[src/rtl/fx3_gpif_reader.sv]
// fx3_gpif_reader: FX3-side GPIF burst reader used in place of the FX3 on the loopback board.
// Define TEST_PATTERN_CHECK_EN to build the test-mode data pattern checker.
module fx3_gpif_reader #(
    parameter int BURST_WORDS  = 8192,
    parameter int READ_LATENCY = 2,
    parameter int GAP_CYCLES   = 4
) (
    input  logic        inclk,
    input  logic        nReset,
    input  logic        enable,
    input  logic        dataAvailable,
    input  logic        bufferError,
    input  logic [15:0] databus,
    output logic        collectData,
    output logic        readData,
    output logic        wordValid,
    output logic [15:0] wordOut,
    output logic [31:0] wordCount,
    output logic [15:0] burstCount,
    output logic        burstDone,
    output logic        bufferErrorSeen,
    output logic [15:0] patternErrors
);

    localparam int WORD_W = $clog2(BURST_WORDS + 1);
    localparam int GAP_W  = (GAP_CYCLES > 1) ? $clog2(GAP_CYCLES) : 1;

    localparam logic [WORD_W-1:0] LAST_IDX = WORD_W'(BURST_WORDS - 1);
    localparam logic [WORD_W-1:0] DROP_IDX = WORD_W'(BURST_WORDS - READ_LATENCY - 1);
    localparam logic [2:0]        LAT_LAST = 3'((READ_LATENCY >= 2) ? READ_LATENCY - 2 : 0);
    localparam logic [GAP_W-1:0]  GAP_LAST = GAP_W'(GAP_CYCLES - 1);

    typedef enum logic [2:0] {
        IDLE,
        WAIT_AVAIL,
        LATENCY,
        BURST,
        GAP
    } state_t;

    state_t            state;
    state_t            next_state;
    logic [2:0]        lat_cnt;
    logic [GAP_W-1:0]  gap_cnt;
    logic [WORD_W-1:0] word_idx;
    logic              capture;
    logic              last_word;
    logic              raise_read;
    logic              drop_read;
    logic              read_next;

    always_ff @(posedge inclk or negedge nReset) begin
        if (!nReset) begin
            state <= IDLE;
        end else begin
            state <= next_state;
        end
    end

    // With a latency of one the first word is due straight after the request edge.
    always_comb begin
        next_state = state;
        case (state)
            IDLE: begin
                if (collectData) begin
                    next_state = WAIT_AVAIL;
                end
            end
            WAIT_AVAIL: begin
                if (!collectData) begin
                    next_state = IDLE;
                end else if (dataAvailable) begin
                    next_state = (READ_LATENCY == 1) ? BURST : LATENCY;
                end
            end
            LATENCY: begin
                if (lat_cnt == LAT_LAST) begin
                    next_state = BURST;
                end
            end
            BURST: begin
                if (last_word) begin
                    next_state = GAP;
                end
            end
            GAP: begin
                if (gap_cnt == GAP_LAST) begin
                    next_state = collectData ? WAIT_AVAIL : IDLE;
                end
            end
            default: next_state = IDLE;
        endcase
    end

    always_comb begin
        capture    = (state == BURST);
        last_word  = capture && (word_idx == LAST_IDX);
        raise_read = (state == WAIT_AVAIL) && collectData && dataAvailable;
        drop_read  = capture && (word_idx == DROP_IDX);
        read_next  = readData;
        if (raise_read) begin
            read_next = 1'b1;
        end
        if (drop_read || (state == IDLE) || (state == GAP)) begin
            read_next = 1'b0;
        end
    end

    always_ff @(posedge inclk or negedge nReset) begin
        if (!nReset) begin
            lat_cnt  <= '0;
            gap_cnt  <= '0;
            word_idx <= '0;
        end else begin
            lat_cnt  <= (state == LATENCY) ? lat_cnt + 3'd1 : 3'd0;
            gap_cnt  <= (state == GAP) ? gap_cnt + GAP_W'(1) : '0;
            word_idx <= capture ? word_idx + WORD_W'(1) : '0;
        end
    end

    // Buffer errors are only recorded, never used to cut a burst short.
    always_ff @(posedge inclk or negedge nReset) begin
        if (!nReset) begin
            collectData     <= 1'b0;
            readData        <= 1'b0;
            wordValid       <= 1'b0;
            wordOut         <= '0;
            wordCount       <= '0;
            burstCount      <= '0;
            burstDone       <= 1'b0;
            bufferErrorSeen <= 1'b0;
        end else begin
            collectData <= enable;
            readData    <= read_next;
            wordValid   <= capture;
            burstDone   <= last_word;
            if (capture) begin
                wordOut   <= databus;
                wordCount <= wordCount + 32'd1;
            end
            if (last_word) begin
                burstCount <= burstCount + 16'd1;
            end
            if (bufferError && collectData) begin
                bufferErrorSeen <= 1'b1;
            end
        end
    end

`ifdef TEST_PATTERN_CHECK_EN
    logic       seeded;
    logic [9:0] expect_low;
    logic       pattern_miss;

    assign pattern_miss = seeded && (databus != {6'b0, expect_low});

    // A new run re-seeds from its first word; a word captured on that same edge is ignored.
    always_ff @(posedge inclk or negedge nReset) begin
        if (!nReset) begin
            seeded        <= 1'b0;
            expect_low    <= '0;
            patternErrors <= '0;
        end else if (enable && !collectData) begin
            seeded <= 1'b0;
        end else if (capture) begin
            seeded     <= 1'b1;
            expect_low <= databus[9:0] + 10'd1;
            if (pattern_miss && (patternErrors != 16'hFFFF)) begin
                patternErrors <= patternErrors + 16'd1;
            end
        end
    end
`else
    assign patternErrors = '0;
`endif

endmodule
[config.mk]
export PLATFORM = sky130hd
export DESIGN_NAME = fx3_gpif_reader
export DESIGN_NICKNAME = d
export VERILOG_FILES = /design/src/rtl/fx3_gpif_reader.sv
export SDC_FILE = /design/constraint.sdc
export NUM_CORES = 1
export LEC_CHECK = 0
export BUFFER_PORTS_ARGS = -buffer_cell sky130_fd_sc_hd__buf_4
export CAP_MARGIN = 20
export CORE_MARGIN = 5
export CORE_UTILIZATION = 40
export CTS_CLUSTER_DIAMETER = 40
export DETAILED_ROUTE_END_ITERATION = 8
export GPL_TIMING_DRIVEN = 0
export MAX_ROUTING_LAYER = met4
export PLACE_DENSITY = 0.67
export REMOVE_ABC_BUFFERS = 1
export SYNTH_ARGS = -nofsm -noshare
export SYNTH_HDL_FRONTEND = slang
export SYNTH_SLANG_ARGS = --single-unit
[constraint.sdc]
create_clock -name inclk -period 5.5 [get_ports inclk]
set_clock_uncertainty 0.15 [all_clocks]
set_input_delay 0.275 -clock inclk [delete_from_list [all_inputs] [get_ports inclk]]
set_output_delay 0.275 -clock inclk [all_outputs]
set_load 0.02 [all_outputs]
# [Word level (Yosys, flattened, before mapping)]
# Cells that the tools add are included.
[totals] ff_bits=91 inputBits=21 out_inout_bits=85 wordCells=53
[op_classes] add_sub_neg=5 eq_ne=12 n_mux=13 n_reduce_logical=11
[ops] operator="adder 32 x 1 -> 32 bit, second input constant" count=1
[ops] operator="== test 14 x 13 -> 1 bit, second input constant" count=2
[ops] operator="2-to-1 mux 3 bit" count=7
[ops] operator="adder 16 x 1 -> 16 bit, second input constant" count=1
[ops] operator="case mux 3 bit (5 select lines)" count=1
[ops] operator="adder 14 x 1 -> 14 bit, second input constant" count=1
[ops] operator="2-to-1 mux 14 bit" count=1
[ops] operator="== test 3 x 2 -> 1 bit, second input constant" count=2
[ops] operator="zero test 3 bit" count=2
[ops] operator="!= test 2 bit, second input constant" count=3
[ops] operator="logical AND 1 bit" count=5
[ops] operator="AND reduction 5 bit" count=1
[ops] operator="adder 3 x 1 -> 3 bit, second input constant" count=1
[ops] operator="== test 3 x 1 -> 1 bit, second input constant" count=1
[ops] operator="== test 3 bit, second input constant" count=1
[ops] operator="2-to-1 mux 1 bit" count=3
[ops] operator="!= test 3 bit, second input constant" count=1
[ops] operator="adder 2 x 1 -> 2 bit, second input constant" count=1
[ops] operator="== test 2 bit, second input constant" count=1
[ops] operator="logical OR 1 bit" count=2
[ops] operator="2-to-1 mux 2 bit" count=1
[ops] operator="!= test 2 x 1 -> 1 bit, second input constant" count=1
[ops] operator="nonzero test 2 bit" count=1

# [Depth between registers and ports, before layout]
# Gate-level depths: netlist of the first run.
[depth] depth_word=5 ltp_mapped=7 mapped_depth_nobuf=5

# [Least setup slack after synthesis of the first run]
# OpenSTA, ideal clock, no wires.
[synth_timing] path_type="reg-to-reg" start="register word_idx[0]" end="register state[0]" setup_time_ns=0.125 arrival_time_ns=1.580 t_required_ns=5.225 path_slack_ns=3.645 stages_incl_launch_ff=7 path_buffers=1 period_less_slack_ns=1.855 cell_sequence="dfrtp_1 -> ha_1 -> and3_1 -> buf_2 -> and4_1 -> o22ai_1 -> mux2_2"
[synth_between] elab_chain_cells=4
[synth_lines] item="from (decl)" line_no="45" source="logic [WORD_W-1:0] word_idx;"
[synth_lines] item="from (signal assigned)" line_no="117" source="word_idx <= capture ? word_idx + WORD_W'(1) : '0;"
[synth_lines] item="== test 14 x 13 -> 1 bit" line_no="97" source="last_word = capture && (word_idx == LAST_IDX);"
[synth_lines] item="logical AND 1 bit" line_no="97"
[synth_lines] item="!= test 2 x 1 -> 1 bit (no line)"
[synth_lines] item="AND reduction 5 bit (no line)"
[synth_lines] item="to (signal assigned)" line_no="56" source="state <= next_state;"
[synth_lines] item="to (decl)" line_no="41" source="state_t state;"
# Every way passes these cells.
# A chain may end at the register's enable or synchronous reset.

# [Worst setup path in the final report of the first run]
[layout_timing] start="register state[2]" end="register burstCount[1]"
[layout_between] elab_chain_cells=2
[layout_lines] item="== test 3 x 2 -> 1 bit" line_no="96" source="capture = (state == BURST);"
[layout_lines] item="logical AND 1 bit" line_no="97"
[layout_lines] item="to (signal assigned)" line_no="142" source="burstCount <= burstCount + 16'd1;"
[layout_lines] item="to (decl)" line_no="19" source="output logic [15:0] burstCount,"
# Every way passes these cells.

==> metrics, run 1 <==
Power per Cell Area=338 nW/um2; Final Max Slew Viols=0; critical path capture point type=flop; fmax=around 0.27 GHz; cell row count=37; total congestion overflow after global routing=0; antenna violation net count after detailed routing=0; I/O Buffers=89; cells along the critical path=nand3b_2 > inv_1 > nand3_2 > nor2_1 > mux2_2; die height=113 um; clock transition at the register clock pins on the worst setup and hold paths after CTS=~80 ps; type of the worst setup path=reg2reg; number of buffers inserted by post-CTS setup repair=0; crit-path max cell delay=950 ps; kind of start point of the critical path=flop; arrival time reported for the critical path endpoint=around 3800 ps; Crit path required time=~5600 ps; initial core utilization=0.411; Unique masters post-synth=46; Post-synth ARST share=1.00; number of enable flip-flop cells after synthesis=0; number of failing hold endpoints at the final stage=0; largest net degree at the start of global routing=56; standard cell with the maximum stage delay on the critical path=inv_1; Fin Setup TNS=0 ps; cell count after synthesis=392; crit share post-route=0.675; count of routing violations after the opening detailed-route iteration=123; overall die area=between 10,000 and 15,000 um2; share of post-route cells with drive strength above 1=0.247; register-to-register path setup slack=approximately 1800 ps; Core ar.=10,400 um2; number of global-route vias before repair=3,231; placed cell areas=between 4000 and 5000 um2; Final #Nets=~530; max_slew headroom=0.371; post-route non-filler standard cell count=639; reg-to-reg critical path startpoint=state[2]; most common library cells after synthesis=dfrtp_1, nand2_1, xnor2_1, xor2_1, nor2_1; number of levels the H-tree was split into=3; run status=completed; Worst R2R End=burstCount[1]; most numerous cell in the Yosys netlist=dfrtp_1; maximum clock path buffer count=2; final routed wirelength across all metal layers=8730 um; most area-consuming cells after synthesis=dfrtp_1, xnor2_1, nand2_1, xor2_1, buf_4; worst skew pair latency=340 ps; count of inserted antenna diode cells=0; sequential share of the synthesized area=0.534; Worst Reg-to-Reg Cells=5; fill cell total of the finished layout=921; shortest period the worst path allows=3710 ps; Synth area leader=dfrtp_1; Finish-stage setup viols=0; boundary pin count=106; antenna violations before repair=0; # clock sinks=91; total via count after detailed routing=3,114; area share of the largest cell type after synthesis=0.534; number of flip-flops and latches in the synthesized netlist=91; estimated wirelength of the detail-placed design=about 6000 um; Hold Crit Endpoint=state[1]; HP Start=dataAvailable; average wire length per cell after detail routing=between 10 and 15 um; max-cap viol count=0; DP Cell Count=just over 600; number of buffers created by CTS=9; RD Place Congestion=approximately 0.77; Clock Root Buffer=clkbuf_8; worst hold path depth=3; reported leakage power=between 0.002 and 0.003 uW; average footprint of a synthesized cell=10.9 um2; Max rail drop VDD=0.218 mV; Tot GR Track Use=0.149; commonest register cell after synthesis=dfrtp_1; count of synthesis-stage warnings from yosys=0; DRC errors left=0; peak fanout along the critical path=39; Slew @ Worst Pin=938 ps; clock tree from TritonCTS=built; post-synth design cell area=4260 um2; Horiz. Die Dim=113 um; unrepaired setup endpoints after global routing=no; final design area excluding fillers=5370 um2; average via count per standard cell=4.87; wire length of the first global-routing pass=15,400 um; number of search-and-repair iterations in the first detailed-routing pass=4; Area Growth Syn to Fin=26.0%; worst min path class=in2reg
-- cell type report --
class	instances	area (um2)	share of cell area
Sequential cell	91	2280	0.424
Multi-Input combinational cell	278	1810	0.338
Timing Repair Buffer	109	886	0.165
Tap cell	136	170	0.0317
Clock buffer	14	153	0.0284
Clock inverter	2	35.0	0.00653
Inverter	9	33.8	0.00629
-- critical path, delay by kind of cell, from the launching register on --
family                 cells  cell delay, ps
AND/OR/NAND/NOR            3            1630
buffers and inverters      1             950
multiplexers               1             370
flip-flops                 1             490
-- sequential cells by signal, summed over array words and instances (netlist names) --
signal / flops
burstCount: 16
state: 3
lat_cnt: 3
gap_cnt: 2
collectData: 1
wordOut: 16
wordCount: 32
readData: 1
wordValid: 1
bufferErrorSeen: 1
burstDone: 1
word_idx: 14
-- worst max path at each step --
| stage | from | endpoint | slack (ps) |
|---|---|---|---|
| global placement | state[2] | burstCount[1] | 1820 |
| finish | state[2] | burstCount[1] | 1790 |
| CTS | state[2] | burstCount[1] | 1720 |
| global route | state[2] | burstCount[1] | 1460 |
| floorplan | state[2] | burstCount[1] | 2680 |
| detailed placement | state[2] | burstCount[1] | 1720 |
-- metrics by stage --
step,worst slack [ps],util,hold WS [ps],power (uW)
finish,1790,0.518,153,1820
CTS,1720,0.518,131,1840
floorplan,2680,-,-171,1160
detailed placement,1720,0.481,124,1390
global route,1460,0.518,197,1940
global placement,1820,0.479,239,1360
-- kinds of logic (layout without fill, tap and decap cells) --
group	after synthesis	count (layout)	share of synthesized area
XOR/XNOR	58	58	0.119
other	1	16	0.000880
AO/OA/AOI/OAI	9	9	0.0138
AND/OR/NAND/NOR	186	186	0.252
adder cells (fa/ha/maj)	7	7	0.0206
flip-flops	91	91	0.534
buffers and inverters	38	134	0.0534
multiplexers	2	2	0.00528
-- what timing repair did --
| item | CTS | global route |
|---|---|---|
| hold buffers | 19 | 0 |
| gates resized for setup | 0 | 0 |
| hold endpoints to repair | 54 | 0 |
-- where the power goes --
part | switching, uW | leakage (uW) | total, uW | internal [uW]
Combinational | 310 | 0.00140 | 517 | 208
Sequential | 87.1 | 0.00122 | 859 | 772
Clock | 216 | 0.0000947 | 439 | 223
Total | 613 | 0.00271 | 1820 | 1200
-- layer usage --
| layer | vias to the layer above | wire (um) | GRT usage |
|---|---|---|---|
| met1 | 1510 | 3890 | 0.191 |
| met5 | - | 0 | - |
| met2 | 82 | 4330 | 0.241 |
| li1 | 1511 | - | - |
| met3 | 11 | 382 | 0.0214 |
| met4 | 0 | 123 | 0.0553 |
-- cells in the final DEF (no fill, tap or decap), types with 11 or more instances in the layout --
cell | synthesis | layout
conb_1 | 1 | 16
nand2_1 | 64 | 64
nand3_1 | 22 | 22
xor2_1 | 27 | 27
dlygate4sd3_1 | 0 | 19
nand4_1 | 17 | 17
dfrtp_1 | 91 | 91
buf_4 | 16 | 89
xnor2_1 | 31 | 31
and3_1 | 11 | 11
nor2_1 | 23 | 23
Note: power is estimated with default switching activity, not from simulation.
==> run 2: changes to the inputs <==
--- a/config.mk
+++ b/config.mk
@@ -13,7 +13,7 @@
 export DETAILED_ROUTE_END_ITERATION = 8
 export GPL_TIMING_DRIVEN = 0
 export MAX_ROUTING_LAYER = met4
-export PLACE_DENSITY = 0.67
+export PLACE_DENSITY = 0.69
 export REMOVE_ABC_BUFFERS = 1
 export SYNTH_ARGS = -nofsm -noshare
 export SYNTH_HDL_FRONTEND = slang
==> constraint.sdc (replaced) <==
create_clock -name inclk -period 3.32 [get_ports inclk]
set_clock_uncertainty 0.15 [all_clocks]
set_input_delay 0.166 -clock inclk [delete_from_list [all_inputs] [get_ports inclk]]
set_output_delay 0.166 -clock inclk [all_outputs]
set_load 0.02 [all_outputs]
==> metrics, run 2 (synthesis results as in run 1) <==
utilization after layout=0.518 (about the same); cell row count=37 (unchanged); largest registers=wordCount x32, burstCount x16, wordOut x16 (unchanged); crit-path max cell delay=580 ps (was 950 ps); antenna violation net count after detailed routing=0 (unchanged); Buf/Inv on CP=1 (unchanged); number of failing hold endpoints at the final stage=0 (unchanged); Area Growth Syn to Fin=26.2% (was 26.0%); cells along the critical path=nand3b_4 > clkinvlp_4 > nand3_2 > nor2_1 > mux2_2 (was nand3b_2 > inv_1 > nand3_2 > nor2_1 > mux2_2); average wire length per cell after detail routing=14.4 um (was 13.7 um); final routed wirelength across all metal layers=9180 um (was 8730 um); placed cell areas=4990 um2 (unchanged); total via count after detailed routing=3,123 (was 3,114); Worst R2R End=burstCount[1] (unchanged); number of search-and-repair iterations in the first detailed-routing pass=4 (unchanged); share of post-route cells with drive strength above 1=0.254 (was 0.247); leading cell type in the layout, fill and taps excluded=dfrtp_1 (unchanged); estimated wirelength of the detail-placed design=6110 um (was 6020 um); overall die area=12,800 um2 (unchanged); antenna violations before repair=0 (unchanged); Horiz. Die Dim=113 um (unchanged); fmax=0.360 GHz (was 0.269 GHz); Core ar.=10,400 um2 (unchanged); crit share post-route=0.837 (was 0.675); # clock sinks=91 (unchanged); worst hold path depth=3 (unchanged); Hold Crit Endpoint=state[1] (unchanged); maximum clock path buffer count=2 (unchanged); clock tree from TritonCTS=built (unchanged); HP Start=dataAvailable (unchanged); reported leakage power=0.00271 uW (about the same); Finish-stage setup viols=0 (unchanged); kind of start point of the critical path=flop (unchanged); initial core utilization=0.411 (unchanged); type of the worst setup path=reg2reg (unchanged); boundary pin count=106 (unchanged); reg-to-reg critical path startpoint=state[1] (was state[2]); Slew @ Worst Pin=629 ps (was 938 ps); average via count per standard cell=4.89 (was 4.87); Worst Reg-to-Reg Cells=5 (unchanged); run status=completed (unchanged); peak fanout along the critical path=40 (was 39); number of flip-flops under the largest register name=32 (unchanged); largest net degree at the start of global routing=68 (was 56); number of buffers created by CTS=9 (unchanged); number of buffers inserted by post-CTS setup repair=0 (unchanged); Max rail drop VDD=0.391 mV (was 0.218 mV); wire length of the first global-routing pass=15,700 um (was 15,400 um); most used cells in the layout excluding fill and tap cells=dfrtp_1, buf_4, nand2_1, xnor2_1, xor2_1 (unchanged); fill cell total of the finished layout=953 (was 921); critical path capture point type=flop (unchanged); total congestion overflow after global routing=0 (unchanged); clock transition at the register clock pins on the worst setup and hold paths after CTS=80 ps (about the same); largest register by flop count=wordCount (unchanged); arrival time reported for the critical path endpoint=2860 ps (was 3790 ps); worst skew pair latency=350 ps (was 340 ps); Crit path required time=3400 ps (was 5580 ps); Worst path top cell family by delay=simple AND/OR/NAND/NOR gates (unchanged); shortest period the worst path allows=2780 ps (was 3710 ps); RD Place Congestion=0.765 (was 0.770); unrepaired setup endpoints after global routing=no (unchanged); Tot GR Track Use=0.153 (was 0.149); die height=113 um (unchanged); final design area excluding fillers=5380 um2 (was 5370 um2); count of inserted antenna diode cells=0 (unchanged); worst min path class=in2reg (unchanged); Final #Nets=527 (was 526); standard cell with the maximum stage delay on the critical path=dfrtp_1 (was inv_1); max-cap viol count=0 (unchanged); register-to-register path setup slack=540 ps (was 1790 ps); Power per Cell Area=558 nW/um2 (was 338 nW/um2); Clock Root Buffer=clkbuf_8 (unchanged); register area=2280 um2 (unchanged); area used by multi-input combinational logic=1820 um2 (was 1810 um2); DRC errors left=0 (unchanged); I/O Buffers=89 (unchanged); number of global-route vias before repair=3,170 (was 3,231); Final Max Slew Viols=0 (unchanged); max_slew headroom=0.578 (was 0.371); count of routing violations after the opening detailed-route iteration=131 (was 123); number of levels the H-tree was split into=3 (unchanged)
==> run 2: worst min-delay path: stages <==
cell	delay, ps
buf_4	120
a31oi_1	160
a311oi_1	60
==> run 2: metrics by stage <==
stage               std cells  hold slack, ps  TNS (ps)  power (uW)  worst slack (ps)
floorplan                 378            -280         0        1910               504
finish                    639            46.8         0        3000               543
detailed placement        604           -48.7     -2530        2300              -395
CTS                       639            18.1         0        3040               493
global route              639            93.3         0        3190               303
global placement          603             129     -1610        2260              -324
==> run 2: layer usage <==
layer | routed length [um] | share of wire | global-route usage | vias up
li1 | - | - | - | 1518
met1 | 4140 | 0.45 | 0.194 | 1531
met2 | 4570 | 0.50 | 0.248 | 64
met3 | 351 | 0.038 | 0.0278 | 10
met4 | 119 | 0.013 | 0.0497 | 0
met5 | 0 | 0 | - | -
==> run 2: where the power goes <==
| part | switching, uW | total, uW | leakage, uW | internal, uW |
|---|---|---|---|---|
| clock network | 367 | 695 | 0.0000953 | 328 |
| logic | 531 | 878 | 0.00140 | 347 |
| registers | 151 | 1430 | 0.00122 | 1280 |
| total | 1050 | 3000 | 0.00271 | 1950 |
==> run 2: repair_timing <==
| item | 4_1_cts | 5_1_grt |
|---|---|---|
| hold buffers | 19 | 0 |
| gates resized for setup | 2 | 0 |
| setup endpoints to repair | 13 | 0 |
| endpoints found under the hold margin | 109 | 0 |
==> run 2: area by class of cell <==
class,instances,area share
Sequential cell,91,0.424
Multi-Input combinational cell,278,0.339
Timing Repair Buffer,109,0.165
Tap cell,136,0.0316
Clock buffer,13,0.0314
Inverter,9,0.00698
Clock inverter,2,0.00186
Timing Repair inverter,1,0.000931
==> run 2: worst max path at each step <==
stage	end	slack [ps]	cells past startpoint	from
floorplan	burstCount[1]	500	5	state[2]
global placement	burstCount[1]	-320	5	state[2]
detailed placement	burstCount[1]	-400	5	state[2]
CTS	burstCount[1]	490	5	state[1]
global route	burstCount[1]	300	5	state[1]
finish	burstCount[1]	540	5	state[1]
==> run 3: changes to the inputs <==
--- a/config.mk
+++ b/config.mk
@@ -5,6 +5,7 @@
 export SDC_FILE = /design/constraint.sdc
 export NUM_CORES = 1
 export LEC_CHECK = 0
+export ABC_AREA = 1
 export BUFFER_PORTS_ARGS = -buffer_cell sky130_fd_sc_hd__buf_4
 export CAP_MARGIN = 20
 export CORE_MARGIN = 5
@@ -13,7 +14,7 @@
 export DETAILED_ROUTE_END_ITERATION = 8
 export GPL_TIMING_DRIVEN = 0
 export MAX_ROUTING_LAYER = met4
-export PLACE_DENSITY = 0.69
+export PLACE_DENSITY = 0.66
 export REMOVE_ABC_BUFFERS = 1
 export SYNTH_ARGS = -nofsm -noshare
 export SYNTH_HDL_FRONTEND = slang
==> constraint.sdc (replaced) <==
create_clock -name inclk -period 2.75 [get_ports inclk]
set_clock_uncertainty 0.15 [all_clocks]
set_input_delay 0.1375 -clock inclk [delete_from_list [all_inputs] [get_ports inclk]]
set_output_delay 0.1375 -clock inclk [all_outputs]
set_load 0.02 [all_outputs]
==> metrics, run 3 <==
number of enable flip-flop cells after synthesis=0 (unchanged); Post-synth ARST share=1.00 (unchanged); total congestion overflow after global routing=0 (unchanged); final routed wirelength across all metal layers=10,600 um (was 9180 um); DRC errors left=0 (unchanged); most frequent CP cell=nand2_1; number of global-route vias before repair=3,926 (was 3,170); I/O Buffers=89 (unchanged); reg-to-reg critical path startpoint=state[0] (was state[1]); reported leakage power=0.00297 uW (was 0.00271 uW); Clock Root Buffer=clkbuf_16 (was clkbuf_8); Fin Setup TNS=0 ps (unchanged); most common library cells after synthesis=nand2_1, dfrtp_1, inv_1, nor2_1, nand3_1 (was dfrtp_1, nand2_1, xnor2_1, xor2_1, nor2_1); average via count per standard cell=4.73 (was 4.89); max_slew headroom=0.480 (was 0.578); post-synth design cell area=4730 um2 (was 4260 um2); fill cell total of the finished layout=1,112 (was 953); largest net degree at the start of global routing=56 (was 68); shortest period the worst path allows=2280 ps (was 2780 ps); Max rail drop VDD=0.330 mV (was 0.391 mV); most area-consuming cells after synthesis=dfrtp_1, nand2_1, inv_1, nor2_1, nand3_1 (was dfrtp_1, xnor2_1, nand2_1, xor2_1, buf_4); largest register by flop count=wordCount (unchanged); die height=119 um (was 113 um); Final Max Slew Viols=0 (unchanged); antenna violations before repair=0 (unchanged); number of flip-flops under the largest register name=32 (unchanged); Core ar.=11,500 um2 (was 10,400 um2); Tot GR Track Use=0.158 (was 0.153); cell row count=39 (was 37); total via count after detailed routing=4,038 (was 3,123); leading cell type in the layout, fill and taps excluded=nand2_1 (was dfrtp_1); beginning of the critical path=state[0] (was state[1]); arrival time reported for the critical path endpoint=2360 ps (was 2860 ps); clock share of power=0.346 (was 0.231); cell count after synthesis=596 (was 392); number of search-and-repair iterations in the first detailed-routing pass=4 (unchanged); kind of start point of the critical path=flop (unchanged); unrepaired setup endpoints after global routing=no (unchanged); cells along the critical path=nand2_2 > nor2_4 > nand4_1 > nor2_1 > nand2_1 > nand2_1 > nand2_1 (was nand3b_4 > clkinvlp_4 > nand3_2 > nor2_1 > mux2_2); number of failing hold endpoints at the final stage=0 (unchanged); max-cap viol count=0 (unchanged); Unique masters post-synth=29 (was 46); sequential share of the synthesized area=0.482 (was 0.534); number of buffers created by CTS=9 (unchanged); RD Place Congestion=0.855 (was 0.765); maximum clock path buffer count=2 (unchanged); area share of the largest cell type after synthesis=0.482 (was 0.534); run status=completed (unchanged); Synth area leader=dfrtp_1 (unchanged); number of levels the H-tree was split into=3 (unchanged); number of flip-flops and latches in the synthesized netlist=91 (unchanged); # hold bufs at CTS=19 (unchanged); type of the worst setup path=reg2reg (unchanged); overall die area=14,100 um2 (was 12,800 um2); antenna violation net count after detailed routing=0 (unchanged); count of inserted antenna diode cells=0 (unchanged); crit-path max cell delay=600 ps (was 580 ps); initial core utilization=0.411 (about the same); boundary pin count=106 (unchanged); number of buffers inserted by post-CTS setup repair=0 (unchanged); Power per Cell Area=680 nW/um2 (was 558 nW/um2); peak fanout along the critical path=35 (was 40); average wire length per cell after detail routing=12.4 um (was 14.4 um); Horiz. Die Dim=119 um (was 113 um); Area Growth Syn to Fin=27.2% (was 26.2%); portion of total power attributed to combinational logic=0.242 (was 0.292); fmax=0.439 GHz (was 0.360 GHz); Final #Nets=734 (was 527); setup slack at placement=467 ps (was -395 ps); HP Start=dataAvailable (unchanged); worst skew pair latency=340 ps (was 350 ps); clock transition at the register clock pins on the worst setup and hold paths after CTS=60 ps (was 80 ps); critical path capture point type=flop (unchanged); Resized Gates After CTS=0 (was 2); Slew @ Worst Pin=778 ps (was 629 ps); # clock sinks=91 (unchanged); estimated wirelength of the detail-placed design=7580 um (was 6110 um); most numerous cell in the Yosys netlist=nand2_1 (was dfrtp_1); share of post-route cells with drive strength above 1=0.181 (was 0.254); wire length of the first global-routing pass=18,000 um (was 15,700 um); internal power summed over all cells=2820 uW (was 1950 uW); most used cells in the layout excluding fill and tap cells=nand2_1, dfrtp_1, buf_4, inv_1, nor2_1 (was dfrtp_1, buf_4, nand2_1, xnor2_1, xor2_1); count of synthesis-stage warnings from yosys=0 (unchanged); standard cell with the maximum stage delay on the critical path=nor2_4 (was dfrtp_1); count of routing violations after the opening detailed-route iteration=256 (was 131); switching component of the power=1270 uW (was 1050 uW); setup slack of the critical path after layout=472 ps (was 543 ps); clock tree from TritonCTS=built (unchanged); largest registers=wordCount x32, burstCount x16, wordOut x16 (unchanged); part of the total power dissipated in sequential elements=0.412 (was 0.476); switching power as a share of total power=0.310 (was 0.349); worst min path class=in2reg (unchanged); commonest register cell after synthesis=dfrtp_1 (unchanged); Finish-stage setup viols=0 (unchanged); Crit path required time=2830 ps (was 3400 ps); average footprint of a synthesized cell=7.93 um2 (was 10.9 um2); crit share post-route=0.828 (was 0.837)
==> run 3: cell count changes in the layout (fill, tap and decap cells not counted), moves of 13 or more <==
cell,delta
nand2_1,+140
inv_1,+54
nor2_1,+37
xnor2_1,-15
xor2_1,-15
o21ai_0,+13
==> run 3: power groups by stage <==
| stage | combinational [uW] | sequential, uW | clock, uW |
|---|---|---|---|
| final | 989 | 1680 | 1420 |
| after global routing | 1100 | 1710 | 1500 |
| after CTS | 999 | 1680 | 1450 |
| after detailed placement | 974 | 1710 | 0 |
| after global placement | 945 | 1700 | 0 |
| after floorplan | 394 | 1860 | 0 |
==> run 3: critical path: cells and delay by family, from the launching register on <==
family	cells	cell delay, ps
DFF	1	520
and+or+nand+nor	7	1490
==> run 3: stage by stage <==
| step | util | hold slack (ps) | area (um2) | power, uW | instances |
|---|---|---|---|---|---|
| 2_1_floorplan | - | -308 | 4600 | 2260 | 586 |
| 6_report | 0.522 | 43.3 | 6010 | 4090 | 854 |
| 3_5_place_dp | 0.476 | -6.21 | 5480 | 2680 | 819 |
| 5_1_grt | 0.522 | 83.4 | 6010 | 4310 | 854 |
| 3_3_place_gp | 0.473 | 101 | 5450 | 2640 | 818 |
| 4_1_cts | 0.522 | 26.8 | 6010 | 4130 | 854 |
==> run 3: cell type report <==
| class | count | area (um2) | area share |
|---|---|---|---|
| sequential | 91 | 2280 | 0.379 |
| tap | 143 | 179 | 0.0298 |
| multi-input combinational | 430 | 2080 | 0.346 |
| clock buffer | 12 | 246 | 0.0410 |
| clock inverter | 4 | 97.6 | 0.0162 |
| inverter | 65 | 244 | 0.0406 |
| timing repair buffer | 109 | 886 | 0.147 |
==> run 3: path summary, 6_finish.rpt <==
check,cells after the start,endpoint,slack (ps)
max,7,wordCount[26],470
min,5,state[1],40
max reg2reg,7,wordCount[26],470
min reg2reg,1,gap_cnt[0],280
max in group asynchronous,3,wordOut[5],1670
min in group asynchronous,2,wordOut[3],160
==> run 3: cell families after synthesis <==
group | share of synthesized area
buffers and inverters | 0.0897
flip-flops | 0.482
AO/OA/AOI/OAI | 0.0302
other | 0.000793
adder cells (fa/ha/maj) | 0.0185
XOR/XNOR | 0.0553
AND/OR/NAND/NOR | 0.324
==> run 3: per-layer routing <==
metal / up-vias / global-route usage / wire [um]
li1: 2041 / - / -
met1: 1871 / 0.190 / 4710
met2: 114 / 0.265 / 5130
met3: 12 / 0.0287 / 544
met4: 0 / 0.0608 / 181
met5: - / - / 0
